==> config.mk <==
export PLATFORM = sky130hd
export DESIGN_NAME = tqvp_affinex_stream
export DESIGN_NICKNAME = d
export VERILOG_FILES = /design/src/rtl/tqvp_affinex_stream.sv
export SDC_FILE = /design/constraint.sdc
export NUM_CORES = 2
export LEC_CHECK = 0
export ABC_AREA = 1
export CAP_MARGIN = 10
export CORE_AREA = 2 2 272 274
export CTS_BUF_LIST = sky130_fd_sc_hd__clkbuf_4 sky130_fd_sc_hd__clkbuf_8
export CTS_CLUSTER_SIZE = 24
export DETAILED_ROUTE_END_ITERATION = 8
export DIE_AREA = 0 0 274 276
export GPL_ROUTABILITY_DRIVEN = 0
export PLACE_DENSITY = 0.72
export SLEW_MARGIN = 10
export SYNTH_ARGS = -nofsm -noshare
export SYNTH_HDL_FRONTEND = slang
export SYNTH_SLANG_ARGS = --single-unit
export TNS_END_PERCENT = 100
==> constraint.sdc <==
create_clock -name clk -period 16.25 [get_ports clk]
set_input_delay 1.625 -clock clk [delete_from_list [all_inputs] [get_ports clk]]
set_output_delay 1.625 -clock clk [all_outputs]
set_load 0.005 [all_outputs]
==> src/rtl/tqvp_affinex_stream.sv <==
// TinyQV peripheral: streaming 2-D fixed-point affine transform with input/output point FIFOs.
// One shared multiplier issues one product per cycle; each point takes 6 cycles.
module tqvp_affinex_stream #(
  parameter int WIDTH = 16,
  parameter int FRAC  = 8,
  parameter int DEPTH = 4
) (
  input  logic        clk,
  input  logic        rst_n,
  input  logic [7:0]  ui_in,
  output logic [7:0]  uo_out,
  input  logic [5:0]  address,
  input  logic [31:0] data_in,
  input  logic [1:0]  data_write_n,
  input  logic [1:0]  data_read_n,
  output logic [31:0] data_out,
  output logic        data_ready,
  output logic        user_interrupt
);

  localparam int AW = 2*WIDTH + 2;
  localparam int EW = 2*WIDTH;
  localparam int PW = $clog2(DEPTH);
  localparam logic signed [AW-1:0] MAX_R = AW'((1 << (WIDTH-1)) - 1);
  localparam logic signed [AW-1:0] MIN_R = ~MAX_R;
  localparam logic [PW:0] FULL_CNT = (PW+1)'(DEPTH);

  typedef enum logic [1:0] {S_IDLE, S_MAC, S_WB} state_t;

  function automatic logic [31:0] merge_bytes(input logic [31:0] old,
                                              input logic [31:0] din,
                                              input logic [1:0]  wn);
    case (wn)
      2'b00:   return {old[31:8], din[7:0]};
      2'b01:   return {old[31:16], din[15:0]};
      default: return din;
    endcase
  endfunction

  function automatic logic out_of_range(input logic signed [AW-1:0] r);
    return (r > MAX_R) || (r < MIN_R);
  endfunction

  function automatic logic signed [WIDTH-1:0] fit(input logic signed [AW-1:0] r,
                                                  input logic sat);
    logic signed [AW-1:0] c;
    c = r;
    if (sat && (r > MAX_R))      c = MAX_R;
    else if (sat && (r < MIN_R)) c = MIN_R;
    return c[WIDTH-1:0];
  endfunction

  logic                    en_q, sat_q, irq_en_q;
  logic                    ovf_q, unf_q, sat_hit_q;
  logic signed [WIDTH-1:0] coef_a, coef_b, coef_d, coef_e, tx, ty;
  state_t                  state;
  logic [1:0]              stage;

  logic [EW-1:0] in_mem  [DEPTH];
  logic [EW-1:0] out_mem [DEPTH];
  logic [PW-1:0] in_wp, in_rp, out_wp, out_rp;
  logic [PW:0]   in_cnt, out_cnt;

  logic wr_any, rd_any, clear_pulse, status_wr;
  logic push_req, push_ok, push_drop, pop_req, cpu_pop, pop_unf;
  logic in_full, in_empty, out_full, out_empty, busy;
  logic eng_pop, eng_push;

  assign uo_out     = 8'h00;
  assign data_ready = 1'b1;

  logic unused_ui;
  assign unused_ui = ^ui_in;

  assign wr_any      = (data_write_n != 2'b11);
  assign rd_any      = (data_read_n != 2'b11);
  assign clear_pulse = wr_any && (address == 6'h00) && data_in[3];
  assign status_wr   = wr_any && (address == 6'h04);
  assign push_req    = (data_write_n == 2'b10) && (address == 6'h20);
  assign push_ok     = push_req && !in_full;
  assign push_drop   = push_req && in_full;
  assign pop_req     = rd_any && (address == 6'h24);
  assign cpu_pop     = pop_req && !out_empty;
  assign pop_unf     = pop_req && out_empty;

  assign in_full   = (in_cnt == FULL_CNT);
  assign in_empty  = (in_cnt == '0);
  assign out_full  = (out_cnt == FULL_CNT);
  assign out_empty = (out_cnt == '0);
  assign busy      = (state != S_IDLE);

  assign eng_pop  = (state == S_IDLE) && en_q && !in_empty && !out_full && !clear_pulse;
  assign eng_push = (state == S_WB) && !clear_pulse;

  assign user_interrupt = irq_en_q && !out_empty;

  always_ff @(posedge clk or negedge rst_n) begin
    if (!rst_n) begin
      en_q     <= 1'b0;
      sat_q    <= 1'b0;
      irq_en_q <= 1'b0;
      coef_a   <= '0;
      coef_b   <= '0;
      coef_d   <= '0;
      coef_e   <= '0;
      tx       <= '0;
      ty       <= '0;
    end else if (wr_any) begin
      case (address)
        6'h00: begin
          en_q     <= data_in[0];
          sat_q    <= data_in[1];
          irq_en_q <= data_in[2];
        end
        6'h08: coef_a <= WIDTH'(merge_bytes(32'(coef_a), data_in, data_write_n));
        6'h0C: coef_b <= WIDTH'(merge_bytes(32'(coef_b), data_in, data_write_n));
        6'h10: coef_d <= WIDTH'(merge_bytes(32'(coef_d), data_in, data_write_n));
        6'h14: coef_e <= WIDTH'(merge_bytes(32'(coef_e), data_in, data_write_n));
        6'h18: tx     <= WIDTH'(merge_bytes(32'(tx), data_in, data_write_n));
        6'h1C: ty     <= WIDTH'(merge_bytes(32'(ty), data_in, data_write_n));
        default: ;
      endcase
    end
  end

  // ---- Stage p0: point and coefficient snapshot; shared multiplier operand select
  logic signed [WIDTH-1:0] x_p0, y_p0, a_p0, b_p0, d_p0, e_p0, tx_p0, ty_p0;
  logic signed [WIDTH-1:0] mul_coef, mul_opd;
  logic signed [EW-1:0]    prod;
  logic [EW-1:0]           in_head;

  assign in_head = in_mem[in_rp];

  always_comb begin
    case (stage)
      2'd1:    mul_coef = b_p0;
      2'd2:    mul_coef = d_p0;
      2'd3:    mul_coef = e_p0;
      default: mul_coef = a_p0;
    endcase
    mul_opd = stage[0] ? y_p0 : x_p0;
  end

  assign prod = EW'(mul_coef) * EW'(mul_opd);

  // ---- Stage p1: accumulation, x terms in stages 0-1 and y terms in stages 2-3
  logic signed [AW-1:0] acc_x_p1, acc_y_p1;

  always_ff @(posedge clk) begin
    if (eng_pop) begin
      x_p0     <= in_head[WIDTH-1:0];
      y_p0     <= in_head[EW-1:WIDTH];
      a_p0     <= coef_a;
      b_p0     <= coef_b;
      d_p0     <= coef_d;
      e_p0     <= coef_e;
      tx_p0    <= tx;
      ty_p0    <= ty;
      acc_x_p1 <= '0;
      acc_y_p1 <= '0;
    end else if (state == S_MAC) begin
      if (!stage[1]) acc_x_p1 <= acc_x_p1 + AW'(prod);
      else           acc_y_p1 <= acc_y_p1 + AW'(prod);
    end
  end

  // ---- Stage p2: scale, translate, then clamp or wrap on the way into the output FIFO
  logic signed [AW-1:0] res_x_p2, res_y_p2;
  logic [EW-1:0]        wb_data_p2;
  logic                 clamp_p2;

  assign res_x_p2   = (acc_x_p1 >>> FRAC) + AW'(tx_p0);
  assign res_y_p2   = (acc_y_p1 >>> FRAC) + AW'(ty_p0);
  assign wb_data_p2 = {fit(res_y_p2, sat_q), fit(res_x_p2, sat_q)};
  assign clamp_p2   = sat_q && (out_of_range(res_x_p2) || out_of_range(res_y_p2));

  always_ff @(posedge clk or negedge rst_n) begin
    if (!rst_n) begin
      state <= S_IDLE;
      stage <= 2'd0;
    end else if (clear_pulse) begin
      state <= S_IDLE;
      stage <= 2'd0;
    end else begin
      case (state)
        S_IDLE: if (eng_pop) begin
          state <= S_MAC;
          stage <= 2'd0;
        end
        S_MAC: begin
          stage <= stage + 2'd1;
          if (stage == 2'd3) state <= S_WB;
        end
        S_WB:    state <= S_IDLE;
        default: state <= S_IDLE;
      endcase
    end
  end

  always_ff @(posedge clk or negedge rst_n) begin
    if (!rst_n) begin
      ovf_q     <= 1'b0;
      unf_q     <= 1'b0;
      sat_hit_q <= 1'b0;
    end else if (clear_pulse) begin
      ovf_q     <= 1'b0;
      unf_q     <= 1'b0;
      sat_hit_q <= 1'b0;
    end else begin
      if (push_drop)                  ovf_q <= 1'b1;
      else if (status_wr && data_in[5]) ovf_q <= 1'b0;
      if (pop_unf)                    unf_q <= 1'b1;
      else if (status_wr && data_in[6]) unf_q <= 1'b0;
      if (eng_push && clamp_p2)       sat_hit_q <= 1'b1;
      else if (status_wr && data_in[7]) sat_hit_q <= 1'b0;
    end
  end

  always_ff @(posedge clk or negedge rst_n) begin
    if (!rst_n) begin
      in_wp  <= '0;
      in_rp  <= '0;
      in_cnt <= '0;
    end else if (clear_pulse) begin
      in_wp  <= '0;
      in_rp  <= '0;
      in_cnt <= '0;
    end else begin
      if (push_ok) in_wp <= in_wp + 1'b1;
      if (eng_pop) in_rp <= in_rp + 1'b1;
      in_cnt <= in_cnt + (PW+1)'(push_ok) - (PW+1)'(eng_pop);
    end
  end

  always_ff @(posedge clk) begin
    if (push_ok) in_mem[in_wp] <= {data_in[16+WIDTH-1:16], data_in[WIDTH-1:0]};
  end

  always_ff @(posedge clk or negedge rst_n) begin
    if (!rst_n) begin
      out_wp  <= '0;
      out_rp  <= '0;
      out_cnt <= '0;
    end else if (clear_pulse) begin
      out_wp  <= '0;
      out_rp  <= '0;
      out_cnt <= '0;
    end else begin
      if (eng_push) out_wp <= out_wp + 1'b1;
      if (cpu_pop)  out_rp <= out_rp + 1'b1;
      out_cnt <= out_cnt + (PW+1)'(eng_push) - (PW+1)'(cpu_pop);
    end
  end

  always_ff @(posedge clk) begin
    if (eng_push) out_mem[out_wp] <= wb_data_p2;
  end

  logic [EW-1:0]           out_head;
  logic signed [WIDTH-1:0] pop_x, pop_y;
  logic signed [15:0]      pop_x16, pop_y16;
  logic [7:0]              status;

  assign out_head = out_mem[out_rp];
  assign pop_x    = out_head[WIDTH-1:0];
  assign pop_y    = out_head[EW-1:WIDTH];
  assign pop_x16  = 16'(pop_x);
  assign pop_y16  = 16'(pop_y);
  assign status   = {sat_hit_q, unf_q, ovf_q, out_empty, out_full, in_empty, in_full, busy};

  always_comb begin
    data_out = 32'h0;
    case (address)
      6'h00: data_out = {29'h0, irq_en_q, sat_q, en_q};
      6'h04: data_out = {24'h0, status};
      6'h08: data_out = 32'(coef_a);
      6'h0C: data_out = 32'(coef_b);
      6'h10: data_out = 32'(coef_d);
      6'h14: data_out = 32'(coef_e);
      6'h18: data_out = 32'(tx);
      6'h1C: data_out = 32'(ty);
      6'h24: data_out = out_empty ? 32'h0 : {pop_y16, pop_x16};
      default: data_out = 32'h0;
    endcase
  end

endmodule

# Yosys cells after proc, flatten, opt, wreduce, memory -nomap -nowiden
# Memories as Yosys holds them, arrays and structs flattened. A register that Yosys moved wholly into a read port is not among the register bits.
# Index checks and enable logic that the tools add are counted.
# word_totals
ff_bits	284
ramBits	256
in_bits	52
output_inout_bits	42
word_cells	185
n_memories	2
# op_classes
add_sub_neg	13
n_mul	1
n_lt_le_gt_ge	4
eq_ne	22
n_mux	44
n_bitwise	2
reduce_logical	63
# memory_table
name	depth	width	rd	rd_ports_with_merged_regs	write_ports	line	rtl
in_mem	4	32	1	1	1	59	logic [EW-1:0] in_mem [DEPTH];
out_mem	4	32	1	0	1	60	logic [EW-1:0] out_mem [DEPTH];
# ops
cell	count
32-bit one-hot mux with 9 select lines	1
16-bit one-hot mux with 2 select lines	6
16-bit 2-to-1 mux	5
34-bit by 32-bit adder with 34-bit output	2
26-bit by 16-bit adder with 27-bit output	2
27-bit by 16-bit greater-than comparator with 1-bit output, second input constant	2
27-bit by 16-bit < comparator with 1-bit output, second input constant	2
16-bit one-hot mux with 3 select lines	1
16-bit by 16-bit multiplier with 32-bit output	1
32-bit 2-to-1 mux	1
2-bit 2-to-1 mux	13
6-bit by 5-bit equality test with 1-bit output, second input constant	4
1-bit logical AND	24
2-bit AND reduction	11
3-bit AND reduction	6
1-bit 2-to-1 mux	13
6-bit by 4-bit equality test with 1-bit output, second input constant	2
6-bit equality test, second input constant	2
3-bit nonzero test	4
2-bit by 1-bit adder with 2-bit output, second input constant	5
2-bit nonzero test	5
2-bit equality test, second input constant	4
2-bit one-hot mux with 2 select lines	2
3-bit by 1-bit adder with 3-bit output	2
other kinds (14)	29

# Longest topological paths before layout
# depth
ltp_word	8
depth_mapped	47
mapped_depth_nobuf	45

# Least setup slack after synthesis
# No wires, ideal clock.
# synth_timing
path_kind	register to register
from	register stage[0]
to	register acc_x_p1[33]
setup_ps	115
arrival_time_ps	7893
required_ps	16135
path_slack_ps	8241
path_stages_with_launch	41
path_buffers	2
synth_period_minus_slack_ps	8009
path_cell_list	dfrtp_1 inv_1 ha_1 inv_1 buf_2 buf_1 nor2_1 nor2_1 inv_1 nor2_1 fa_1 inv_1 fa_1 fa_1 inv_1 fa_1 fa_1 inv_1 (+5 left out) a21oi_1 nand3_1 a31o_2 a21oi_1 o21ai_0 xor2_1 ha_1 nand2_1 nor2_1 inv_1 nor2_1 inv_1 nor2_1 nand4_1 nand3_1 nand3_1 a31oi_1 nor2_1
# synth_via
elab_chain_len	4
word_cells_on_any_way	7
classes_between	1 x add/sub; 1 x mul; 3 x eq/ne; 2 x mux
# synth_rtl
element	line	rtl
from (decl)	57	logic [1:0] stage;
from (signal assigned)	191	stage <= stage + 2'd1;
2-bit equality test / 2-bit by 1-bit equality test with 1-bit output (equally long branches)	135	case (stage)
16-bit one-hot mux with 3 select lines	135	
16-bit by 16-bit multiplier with 32-bit output *	144	assign prod = EW'(mul_coef) * EW'(mul_opd);
34-bit by 32-bit adder with 34-bit output *	162	if (!stage[1]) acc_x_p1 <= acc_x_p1 + AW'(prod);
to (signal assigned)	162	
to (decl)	147	logic signed [AW-1:0] acc_x_p1, acc_y_p1;
# Every way passes the cells marked *; elsewhere a longest branch is shown, timed or not.
# A chain may end at the register's enable or synchronous reset.

# Worst setup path after layout
# layout_timing
from	register stage[0]
to	register acc_y_p1[33]
# layout_via
elab_chain_len	4
word_cells_on_any_way	7
classes_between	1 x add/sub; 1 x mul; 3 x eq/ne; 2 x mux
# layout_rtl
element	line	rtl
2-bit equality test / 2-bit by 1-bit equality test with 1-bit output (equally long branches)	135	
16-bit one-hot mux with 3 select lines	135	
16-bit by 16-bit multiplier with 32-bit output *	144	
34-bit by 32-bit adder with 34-bit output *	163	else acc_y_p1 <= acc_y_p1 + AW'(prod);
to (signal assigned)	163	
to (decl)	147	
# Marks and branches as above.

==> run summary <==
Outcome -> complete, no violations
Slowest stage delay, CP -> 0.82 ns
Clock-pin slew on the worst setup and hold paths -> 0.06 ns
Fin. max-slew vios -> 0
CTS buffer count -> 92
Worst Setup Start Kind -> flip-flop
Via count -> 31638
Drt first-iter violations -> 3064
Root buffer cell -> clkbuf_8
Setup repair bufs after CTS -> 0
Fill count -> 6282
Nets -> 5143
Commonest non-fill, non-tap cell in the layout -> nand2_1
Hold depth -> 2
Register area share after synthesis -> 40.0%
Maxcap violations -> 0
Slowest CP cell -> ha_1
Die Ht -> 276 µm
Most frequent cells in the layout -> 899 x nand2_1, 714 x inv_1, 487 x nor2_1, 384 x edfxtp_1, 362 x o21ai_0
Top Ports -> 94
Die width -> 274 µm
Row count -> 99
DRT Wirelength -> 105 mm
CTS sink count -> 572
Reg-to-reg slack, setup -> 5.55 ns
Via density -> 5.61
Critical Setup Path Class -> flip-flop to flip-flop
Largest net degree at the start of global routing -> 72
Max-slew headroom -> 24.5%
Number of synthesized flops with an enable pin -> 384
TritonCTS clock tree -> built
Die area -> 0.0756 mm²
Slew @ Worst Pin -> 1.13 ns
Reg-to-reg endpoint -> acc_y_p1[33]
DP Worst Slack -> 5.82 ns
Layout cell share with drive strength beyond 1 -> 5.90%
Setup-failing EPs final -> 0
Critical path destination -> acc_y_p1[33]
Tot GR Track Use -> 27.9%
Seq cells post-synth -> 572
Final Skew -> 0.0517 ns
Area of the multi-input gates -> 0.0206 mm²
Post-cts repair resize count -> 0
Hold_buf cts -> 0
Number of remaining DRC errors -> 0
TNS Setup -> 0 ns
CP Launch Point -> stage[0]
Worst path arrival time -> 11.31 ns
Synth warnings -> 0
Overflow after GRT -> 0
Initial antenna violation count -> 1
Vias in the first global route -> 30558
CP Capture Type -> flip-flop
H-Tree Depth -> 3
Post-synth cell types -> 54
Post-Syn Area -> 0.0398 mm²
Initial Utilization -> 54.8%
Synth area leader -> edfxtp_1
Port Buffers -> 76
Post-DRT Antenna Nets -> 0
Unrepaired setup endpoints after global routing -> no
Prevailing post-synth register cell -> edfxtp_1
Routed length per instance -> 18.6 µm
Core region area -> 0.0726 mm²
Main area contributors after synthesis -> edfxtp_1 29%, fa_1 13%, nand2_1 8.5%
Final Critical Period -> 10.70 ns
Pre-antenna DRT Iters -> 8
Clock latency on the worst-skew pair -> 0.72 ns
Sequential Area -> 0.0159 mm²
Syn Inst Count -> 4515
CP Max Fanout -> 32
Syn-to-layout area delta -> 9.53%
First-pass GRT wire length -> 165 mm
R2R Path Start -> stage[0]
Synth top area share -> 29.0%
Min-delay worst type -> flip-flop to flip-flop
Post-DP HPWL -> 78.0 mm
Endpoints failing hold -> 0
Setup WS post-layout -> 5.55 ns
Final period util -> 65.9%
F_max -> 93.4 MHz
Synthesized area per cell -> 8.81 µm²
Synth async-reset ratio -> 21.0%
CP required -> 16.85 ns
Worst reg2reg path depth -> 37
Deepest clock path buffer count -> 3
## Yosys cell counts (31+ instances only)
cell / n
nor3_1: 31
nand2_1: 899
nor2_1: 497
xnor2_1: 47
nand3_1: 121
edfxtp_1: 384
dfxtp_1: 68
inv_1: 716
clkbuf_1: 104
dfrtp_1: 120
fa_1: 268
a221oi_1: 33
ha_1: 218
o22ai_1: 63
nand4_1: 64
o21ai_0: 363
xor2_1: 46
a21oi_1: 196
## registers in the layout (all words and copies together) (netlist names), 34 cells and up
name,cells
acc_y_p1,34
in_mem,128
acc_x_p1,34
out_mem,128
## through the flow
stage	area (µm²)	util, %	hold WS (ns)	instances
3_3_place_gp	41600	57.3	0.453	5470
3_5_place_dp	41600	57.3	0.460	5470
5_1_grt	43500	60.0	0.483	5639
4_1_cts	43500	60.0	0.467	5638
2_1_floorplan	39800	-	0.445	4522
6_report	43500	60.0	0.469	5639
## cell type report
class	count	area share, %
inverter	732	6.31
multi-input combinational	3087	47.4
sequential	572	36.5
antenna	1	0.00575
timing repair buffer	120	2.50
tap	959	2.76
clock buffer	144	4.01
clock inverter	24	0.500
## cell families (layout without fill, tap and decap cells)
logic type	after synthesis	count (layout)	synth area share [%]
AO/OA/AOI/OAI	845	845	12.4
adder cells (fa/ha/maj)	486	486	20.4
buffers and inverters	863	1020	8.34
flip-flops	572	572	40.0
AND/OR/NAND/NOR	1653	1653	16.8
other	2	10	0.0189
multiplexers	1	1	0.0252
XOR/XNOR	93	93	2.05
## critical path: cells and delay by family, from the launching register on
kind / cells / cell delay, ns
AOI/OAI and AO/OA: 5 / 0.95
xor gates and xnor gates: 1 / 0.46
adders and majority gates: 9 / 4.53
buffers and inverters: 6 / 1.14
DFF: 1 / 0.34
and+or+nand+nor: 16 / 3.17
## metal layers
layer / track usage, % / part of all wire, % / up-vias
li1: - / - / 15031
met2: 43.7 / 46 / 1205
met5: 0 / 0 / -
met3: 4.75 / 8.3 / 205
met4: 9.66 / 3.3 / 0
met1: 39.4 / 42 / 15197
## worst min-delay path by stage
stage | start | endpoint | slack (ns)
finish | acc_y_p1[0] | acc_y_p1[0] | 0.47
global route | coef_b[1] | b_p0[1] | 0.48
CTS | coef_a[11] | a_p0[11] | 0.47
detailed placement | coef_a[4] | a_p0[4] | 0.46
global placement | acc_y_p1[0] | acc_y_p1[0] | 0.45
floorplan | acc_x_p1[0] | acc_x_p1[0] | 0.45
Power is not shown: default switching activity piles up to over one toggle a cycle in this logic, so the estimate is an artifact.
